**src/rtl/program_loader_if.sv**
```systemverilog
// rtl/program_loader_if.sv - byte stream and program-memory write bus of the loader
interface program_loader_if #(
    parameter int WIDTH     = 32,
    parameter int ADD_WIDTH = 8
);
    logic [7:0]           byte_in;
    logic                 byte_valid;
    logic                 byte_ready;
    logic                 mem_we;
    logic [ADD_WIDTH-1:0] mem_waddr;
    logic [WIDTH-1:0]     mem_wdata;

    // Byte source side: drives the stream, observes the memory writes.
    modport master (
        output byte_in,
        output byte_valid,
        input  byte_ready,
        input  mem_we,
        input  mem_waddr,
        input  mem_wdata
    );

    // Loader side: consumes the stream, drives the memory writes.
    modport slave (
        input  byte_in,
        input  byte_valid,
        output byte_ready,
        output mem_we,
        output mem_waddr,
        output mem_wdata
    );
endinterface

```
**src/rtl/program_loader.sv**
```systemverilog
// rtl/program_loader.sv - assembles a byte stream into instruction words and writes program memory
module program_loader #(
    parameter int DEPTH     = 256,
    parameter int WIDTH     = 32,
    parameter int ADD_WIDTH = 8
) (
    input  logic                 clk,
    input  logic                 rst,
    input  logic                 start,
    program_loader_if.slave      bus,
    output logic                 busy,
    output logic                 cpu_hold,
    output logic                 done,
    output logic                 overflow,
    output logic [ADD_WIDTH:0]   word_count
);

    typedef enum logic [1:0] {
        IDLE  = 2'd0,
        LOAD  = 2'd1,
        WRITE = 2'd2,
        DONE  = 2'd3
    } state_t;

    localparam logic [ADD_WIDTH-1:0] LAST_ADDR = ADD_WIDTH'(DEPTH - 1);

    state_t               state;
    state_t               state_next;
    logic [1:0]           byte_idx;
    logic [ADD_WIDTH-1:0] waddr;
    logic [WIDTH-1:0]     wdata;
    logic                 is_halt;
    logic                 is_last;

    assign is_halt = (wdata[6:0] == 7'b1111111);
    assign is_last = (waddr == LAST_ADDR);

    // Every control output is a pure decode of the state register.
    assign bus.byte_ready = (state == LOAD);
    assign bus.mem_we     = (state == WRITE);
    assign bus.mem_waddr  = waddr;
    assign bus.mem_wdata  = wdata;
    assign busy           = (state == LOAD) || (state == WRITE);
    assign cpu_hold       = (state == LOAD) || (state == WRITE);
    assign done           = (state == DONE);

    // State register.
    always_ff @(posedge clk) begin
        if (rst) begin
            state <= IDLE;
        end else begin
            state <= state_next;
        end
    end

    // Next-state decode; a word is written for exactly one cycle after its fourth byte.
    always_comb begin
        state_next = state;
        case (state)
            IDLE:  if (start) state_next = LOAD;
            LOAD:  if (bus.byte_valid && (byte_idx == 2'd3)) state_next = WRITE;
            WRITE: state_next = (is_halt || is_last) ? DONE : LOAD;
            DONE:  if (start) state_next = LOAD;
            default: state_next = IDLE;
        endcase
    end

    // Word assembly, address/count bookkeeping and the overflow flag.
    always_ff @(posedge clk) begin
        if (rst) begin
            byte_idx   <= 2'd0;
            waddr      <= '0;
            wdata      <= '0;
            word_count <= '0;
            overflow   <= 1'b0;
        end else begin
            case (state)
                IDLE, DONE: begin
                    if (start) begin
                        byte_idx   <= 2'd0;
                        waddr      <= '0;
                        word_count <= '0;
                        overflow   <= 1'b0;
                    end
                end
                LOAD: begin
                    if (bus.byte_valid) begin
                        wdata[8*byte_idx +: 8] <= bus.byte_in;
                        byte_idx               <= byte_idx + 2'd1;
                    end
                end
                WRITE: begin
                    word_count <= word_count + (ADD_WIDTH+1)'(1);
                    if (!is_halt) begin
                        if (is_last) begin
                            overflow <= 1'b1;
                        end else begin
                            waddr <= waddr + ADD_WIDTH'(1);
                        end
                    end
                end
                default: ;
            endcase
        end
    end

endmodule

```
**src/flat_wrapper.sv**
```systemverilog
// flat-port wrapper written by rule: the top's interface ports become plain ports
module program_loader_flat 
#(
    parameter int DEPTH     = 256,
    parameter int WIDTH     = 32,
    parameter int ADD_WIDTH = 8
)
  (clk, rst, start, busy, cpu_hold, done, overflow, word_count, bus_byte_in, bus_byte_valid, bus_byte_ready, bus_mem_we, bus_mem_waddr, bus_mem_wdata);
  program_loader_if #(.WIDTH(WIDTH), .ADD_WIDTH(ADD_WIDTH)) bus_i ();
  input  logic clk;
  input  logic rst;
  input  logic start;
  output logic busy;
  output logic cpu_hold;
  output logic done;
  output logic overflow;
  output logic [ADD_WIDTH:0] word_count;
  input wire logic [$bits(bus_i.byte_in)-1:0] bus_byte_in;
  input wire logic [$bits(bus_i.byte_valid)-1:0] bus_byte_valid;
  output wire logic [$bits(bus_i.byte_ready)-1:0] bus_byte_ready;
  output wire logic [$bits(bus_i.mem_we)-1:0] bus_mem_we;
  output wire logic [$bits(bus_i.mem_waddr)-1:0] bus_mem_waddr;
  output wire logic [$bits(bus_i.mem_wdata)-1:0] bus_mem_wdata;
  assign bus_i.byte_in = bus_byte_in;
  assign bus_i.byte_valid = bus_byte_valid;
  assign bus_byte_ready = bus_i.byte_ready;
  assign bus_mem_we = bus_i.mem_we;
  assign bus_mem_waddr = bus_i.mem_waddr;
  assign bus_mem_wdata = bus_i.mem_wdata;
  program_loader #(.DEPTH(DEPTH), .WIDTH(WIDTH), .ADD_WIDTH(ADD_WIDTH)) u_core (.clk(clk), .rst(rst), .start(start), .bus(bus_i), .busy(busy), .cpu_hold(cpu_hold), .done(done), .overflow(overflow), .word_count(word_count));
endmodule
```
**config.mk**
```make
export PLATFORM = sky130hd
export DESIGN_NAME = program_loader_flat
export DESIGN_NICKNAME = d
export VERILOG_FILES = /design/src/rtl/program_loader_if.sv /design/src/rtl/program_loader.sv /design/src/flat_wrapper.sv
export SDC_FILE = /design/constraint.sdc
export NUM_CORES = 1
export LEC_CHECK = 0
export BUFFER_PORTS_ARGS = -buffer_cell sky130_fd_sc_hd__buf_2
export CORE_ASPECT_RATIO = 2
export CORE_MARGIN = 3
export CORE_UTILIZATION = 46
export DETAILED_ROUTE_END_ITERATION = 10
export GPL_TIMING_DRIVEN = 0
export PLACE_DENSITY = 0.81
export SYNTH_ARGS = -nofsm -noshare
export SYNTH_HDL_FRONTEND = slang
export SYNTH_SLANG_ARGS = --single-unit
export TNS_END_PERCENT = 1
```
**constraint.sdc**
```tcl
create_clock -name clk -period 1.7 [get_ports clk]
set_input_delay 0.085 -clock clk [delete_from_list [all_inputs] [get_ports clk]]
set_output_delay 0.085 -clock clk [all_outputs]
set_load 0.01 [all_outputs]
```
==> metrics.txt, run 1 <==
internal reg-to-reg setup slack 20 ps; final hold violation count 0; wire per inst between 15 and 20 um; fin crit share 98.9%; Synth area leaders dfxtp_1 (45%), a22oi_1 (11%), nor2_1 (8.7%), ha_1 (5.7%), nand3_1 (2.1%); initial antenna violation count 0; Fill cells 450; Routed Antenna Nets 0; Place WS -240 ps; Worst Tran Pin Value 490 ps; pwr/cell area 1140 nW/um^2; multi-input logic area 1340 um^2; Pleak 1.30 nW; placed insts 386; global-route wire length before repair around 11000 um; layout cell share with drive strength beyond 1 35.4%; Worst setup SP type flop; max-cap violations 0; CP Class reg2reg; CTS Buffer Depth 2; Main synth FF type dfxtp_1; largest net degree at the start of global routing 19; RSZ-0062 raised after global routing yes; Achievable Freq 595 MHz; Slew HR between 60% and 70%; required time worst endpoint ~2000 ps; CTS tree built; Total GRT Usage ~22%; register area 1090 um^2; Post-DP Area 2820 um^2; total nets after synthesis 287; Warnings, synthesis 0; total congestion overflow 0; htree depth 2; Setup-failing EPs final 0; Vias between 2000 and 2500; Sink Count 54; height of the chip 108 um; Worst R2R Start u_core.state[0]; Diodes inserted 0; Power Total about 3.5 mW; final wirelength 6310 um; final instance area 3100 um^2; share of the synthesized area in the top cell type around 45%; CTS clk-pin slew, worst paths 110 ps; DRC 0; sequential fraction of the synthesis area 45.0%; hold depth 3; Hold/Removal Path Class in2reg; Synth area leader dfxtp_1; Finished Layout Cells 402; die boundary width 57.1 um; IO Port Bufs between 60 and 70; hold path endpoint u_core.bus.mem_wdata[8]; gp weighted congestion 0.823; Cells after Synth between 200 and 300; DPL Wire Length around 4800 um; Nets 367; status finished clean; Syn-to-layout area delta 29.0%; DR iter-0 viols 63; Clock Latency Late Sink 320 ps; Fin Setup TNS 0 ps; CP Max Fanout 7; Initial Util roughly half; Yosys reg bits 54; die area roughly 6200 um^2; Async S/R FF share, synth 0%; VDD IR-drop max 930 uV; Max Slew Vio Count 0; CP endpoint kind flop; crit path time final 1680 ps; post-synthesis cell type count 47; mean area per synthesized cell ~9.1 um^2; R2R depth 8; r2r endpoint u_core.bus.mem_waddr[4]; I/O pin total 67; Inserted Clock Buffers 5; Root Buffer Master clkbuf_8; Clock Skews 10.5 ps; Syn Std Cell Area 2400 um^2; Rows 36; DR vias/cell 5.80; First-pass DRT Iterations 5; number of global-route vias before repair 2294; fin worst setup slack 18.5 ps; hold path start bus_byte_in[0]; cts hold-fix bufs 0; Post-synth EDFFs 0; Core Region slightly below 5000 um^2; Worst EP arrival 1940 ps
[timing repair]
action,in CTS,in global routing
pin swaps,4,5
hold endpoints to repair,0,0
endpoints found under the setup margin,49,47
buffers inserted,5,3
gates cloned,0,0
gates resized for setup,12,23
[flip-flops by register name, summed over array words and instances (netlist names)]
register,cells
u_core.bus.mem_waddr,8
u_core.bus.mem_wdata,32
u_core.byte_idx,2
u_core.overflow,1
u_core.state,2
u_core.word_count,9
[logic make-up (layout without fill, tap and decap cells)]
kind of cell | count (synthesis) | count (layout) | synth area share [%]
AOI/OAI and AO/OA | 58 | 58 | 17.1
buffers and inverters | 19 | 100 | 3.59
adders and majority gates | 11 | 11 | 5.72
DFF | 54 | 54 | 45.0
xor gates and xnor gates | 7 | 7 | 2.55
and+or+nand+nor | 111 | 111 | 24.3
muxes | 4 | 4 | 1.77
[Yosys cell counts, types with 3 or more instances]
library cell / count
a21oi_1: 4
a22oi_1: 36
buf_2: 3
clkbuf_1: 6
dfxtp_1: 54
ha_1: 11
inv_1: 7
nand2_1: 12
nand3_1: 10
nand3b_1: 4
nand4_1: 4
nor2_1: 56
nor3_1: 3
nor4_1: 4
o21ai_0: 6
xnor2_1: 3
xor2_1: 4
[per-layer routing]
layer	routed length, um	up-vias	part of all wire [%]	GRT usage [%]
met2	3480	85	55	42.0
met4	227	0	3.6	10.6
met1	2260	1116	36	20.8
met5	0	-	0	0
li1	-	1115	-	-
met3	338	16	5.4	5.02
[report_power, final]
group | switching, mW | internal (mW) | total [mW]
clock | 0.461 | 0.298 | 0.759
sequential | 0.0692 | 1.35 | 1.41
combinational | 0.764 | 0.588 | 1.35
[layout make-up]
class | instances | share of cell area, %
plain buffers | 11 | 2.06
clock buffers | 5 | 2.22
clock inverters | 3 | 0.807
inverters | 8 | 0.968
multi-input cells | 191 | 43.3
flip-flops and latches | 54 | 35.3
well taps | 57 | 2.30
repair buffers | 73 | 13.1
[worst max-delay path by stage]
stage / startpoint / to / slack [ps] / depth (start not counted)
6_report: u_core.state[0] / u_core.bus.mem_waddr[4] / 20 / 8
5_1_grt: u_core.byte_idx[0] / u_core.bus.mem_wdata[31] / -20 / 7
4_1_cts: u_core.byte_idx[0] / u_core.bus.mem_wdata[31] / -8 / 7
3_5_place_dp: u_core.state[1] / u_core.bus.mem_wdata[31] / -240 / 7
3_3_place_gp: u_core.state[1] / u_core.bus.mem_wdata[30] / -180 / 7
2_1_floorplan: u_core.state[0] / u_core.word_count[7] / 50 / 7
[layout by cell type, fill, tap and decap left out, drive strengths merged, types with 3 or more instances in the layout]
master  Yosys  routed
clkbuf      6      11
a21oi       4       4
o21ai       8       8
inv         8       9
nand3      12      12
nand3b      4       4
ha         11      11
nor3        6       6
buf         5      78
nor4        6       6
a22oi      36      36
nor2       56      56
nand4       5       5
nand2      13      13
dfxtp      54      54
xnor2       3       3
xor2        4       4
[worst max-delay path: stages, from the launching register on]
cell and delay (ps):
dfxtp_4 370, inv_2 50, ha_4 260, nand2b_2 160
o21ai_4 90, buf_4 160, nor4_1 280, a22oi_1 100
a21oi_1 140
[stage by stage]
stage	util (%)	hold WS, ps
after global placement	56.8	390
after floorplan	-	233
after detailed placement	56.8	400
after global routing	62.6	66.1
after CTS	60.6	53.8
final	62.6	65.5
No activity file was read; power rests on OpenSTA's default activity.
==> run 2: changes to the inputs <==
- BUFFER_PORTS_ARGS: -buffer_cell sky130_fd_sc_hd__buf_2 -> not set
- CORE_UTILIZATION: 46 -> 62
- DONT_BUFFER_PORTS: not set -> 1
- PLACE_DENSITY: 0.81 -> 0.84
- clock period: 1.7 -> 1.61 ns (I/O delays scaled with it)
==> run 2 against run 1 <==
Effect of this change: the run now ends with negative setup slack left; register-to-register slack got worse by 60 ps; count of clock-buffer cells in the layout is the same; worst hold slack lost 3.2 ps; combinational power grew 3%; via count decreased by 8.7%; die area decreased by 24%; sequential share of layout area increased by 2.6 points; largest power group unchanged; highest routed layer unchanged.
==> metrics.txt, run 2 (synthesis results as in run 1) <==
DPL Wire Length 4470 um; Total GRT Usage between 20% and 30%; RSZ-0062 raised after global routing yes; CP endpoint kind flop; Rows 31; crit path time final about 1700 ps; Diodes inserted 0; Nets 313; layout cell share with drive strength beyond 1 23.4%; die boundary width roughly 50 um; Slew HR around two thirds; hold path start rst; Worst EP arrival 1860 ps; DR iter-0 viols between 60 and 70; DRC 0; global-route wire length before repair ~10000 um; I/O pin total 67; total congestion overflow 0; Critical-path top delay cell dfxtp_4; Sink Count 54; Hold/Removal Path Class in2reg; VDD IR-drop max approximately 1100 uV; initial antenna violation count 0; Achievable Freq between 600 and 700 MHz; Clock Latency Late Sink 310 ps; failing checks negative setup slack; CTS clk-pin slew, worst paths approximately 100 ps; Setup-failing EPs final 8; CP Class reg2reg; final hold violation count 0; Max Slew Vio Count 0; gp weighted congestion 0.870; crit path cell chain inv_2 -> ha_4 -> mux2_4 -> and4_4 -> nand3_2 -> xor2_1 -> nor2_1; IO Port Bufs 0; cell family with most CP delay flip-flops; final wirelength 6520 um; fin crit share 103%; critical path's largest stage delay 380 ps; fin worst setup slack -45.5 ps; Fin Setup TNS -190 ps; pwr/cell area 1310 nW/um^2; status complete, but fails checks; commonest non-fill, non-tap cell in the layout nor2_1; Pleak 1.02 nW; Root Buffer Master clkbuf_8; height of the chip 94.1 um; wire per inst 19.2 um; Finished Layout Cells 340; placed insts 313; Worst setup SP type flop; CTS tree built; Inserted Clock Buffers 5; CTS Buffer Depth 2; Routed Antenna Nets 0; Vias 2130; htree depth 2; number of global-route vias before repair 2181; Syn-to-layout area delta 21.6%; DR vias/cell 6.26; Buf/Inv on CP 1; Clock Skews 10.0 ps; Worst R2R Start u_core.state[0]; commonest cells after routing, fill and taps aside nor2_1 (50), dfxtp_1 (45), a22oi_1 (36); CP Max Fanout 4; First-pass DRT Iterations 5; die area ~4700 um^2; Largest register FFs 32; Worst Tran Pin Value 509 ps; required time worst endpoint 1810 ps; Core Region roughly 3700 um^2; Initial Util between 60% and 70%; max-cap violations 0; CP startpoint u_core.state[0]; largest net degree at the start of global routing 18
## run 2: cell count changes in the layout (fill, tap and decap cells not counted), moves of 2 or more
cell           before  now
inv_2               3    1
buf_2              67    1
dfxtp_4             3    6
nor2_1             54   50
dfxtp_1            49   45
dlygate4sd3_1       0    9
nor2_2              1    5
buf_4               6    9
## run 2: area by class of cell
class                   instances  area (um^2)
fillers                       230          761
clock buffers                   5         68.8
repair buffers                 19          173
flip-flops and latches         54         1110
plain buffers                  11         66.3
well taps                      49         61.3
multi-input cells             191         1370
inverters                       8         37.5
clock inverters                 3         45.0
## run 2: per-layer routing
metal	wire, um	up-vias	global-route usage, %
met5	0	-	0
met3	486	18	7.15
li1	-	997	-
met4	211	0	15.2
met2	3760	100	54.3
met1	2060	1015	27.1
## run 2: path summary, 6_finish.rpt
| kind | cells after the start | slack [ps] | end |
|---|---|---|---|
| setup reg to reg | 7 | -50 | u_core.word_count[7] |
| setup / recovery | 7 | -50 | u_core.word_count[7] |
| hold reg to reg | 2 | 530 | u_core.overflow |
| hold / removal | 3 | 60 | u_core.word_count[8] |
## run 2: per-stage QoR
| step | power [mW] | utilization [%] | hold slack [ps] | cell area [um^2] | worst slack, ps |
|---|---|---|---|---|---|
| finish | 3.83 | 79.4 | 62.3 | 2920 | -45.5 |
| global route | 4.00 | 79.4 | 74.7 | 2920 | -113 |
| CTS | 3.75 | 77.6 | 52.7 | 2860 | -34.0 |
| detailed placement | 2.54 | 67.4 | 239 | 2480 | -445 |
| global placement | 2.51 | 67.4 | 230 | 2480 | -425 |
| floorplan | 2.30 | - | 229 | 2420 | -26.4 |
## run 2: worst register-to-register path, stage by stage, from the launching register on
cell	delay [ps]
dfxtp_4	380
inv_2	50
ha_4	300
mux2_4	330
and4_4	220
nand3_2	80
xor2_1	150
nor2_1	60
## run 2: timing repair
action	CTS	global route
setup endpoints to repair	51	49
cloned	0	0
buffers inserted	8	2
pin swaps	6	3
hold buffers	9	0
hold endpoints to repair	34	0
resized for setup	29	22
## run 2: report_power, final
group / switching [mW] / internal, mW
sequential: 0.111 / 1.42
combinational: 0.819 / 0.572
clock: 0.447 / 0.463
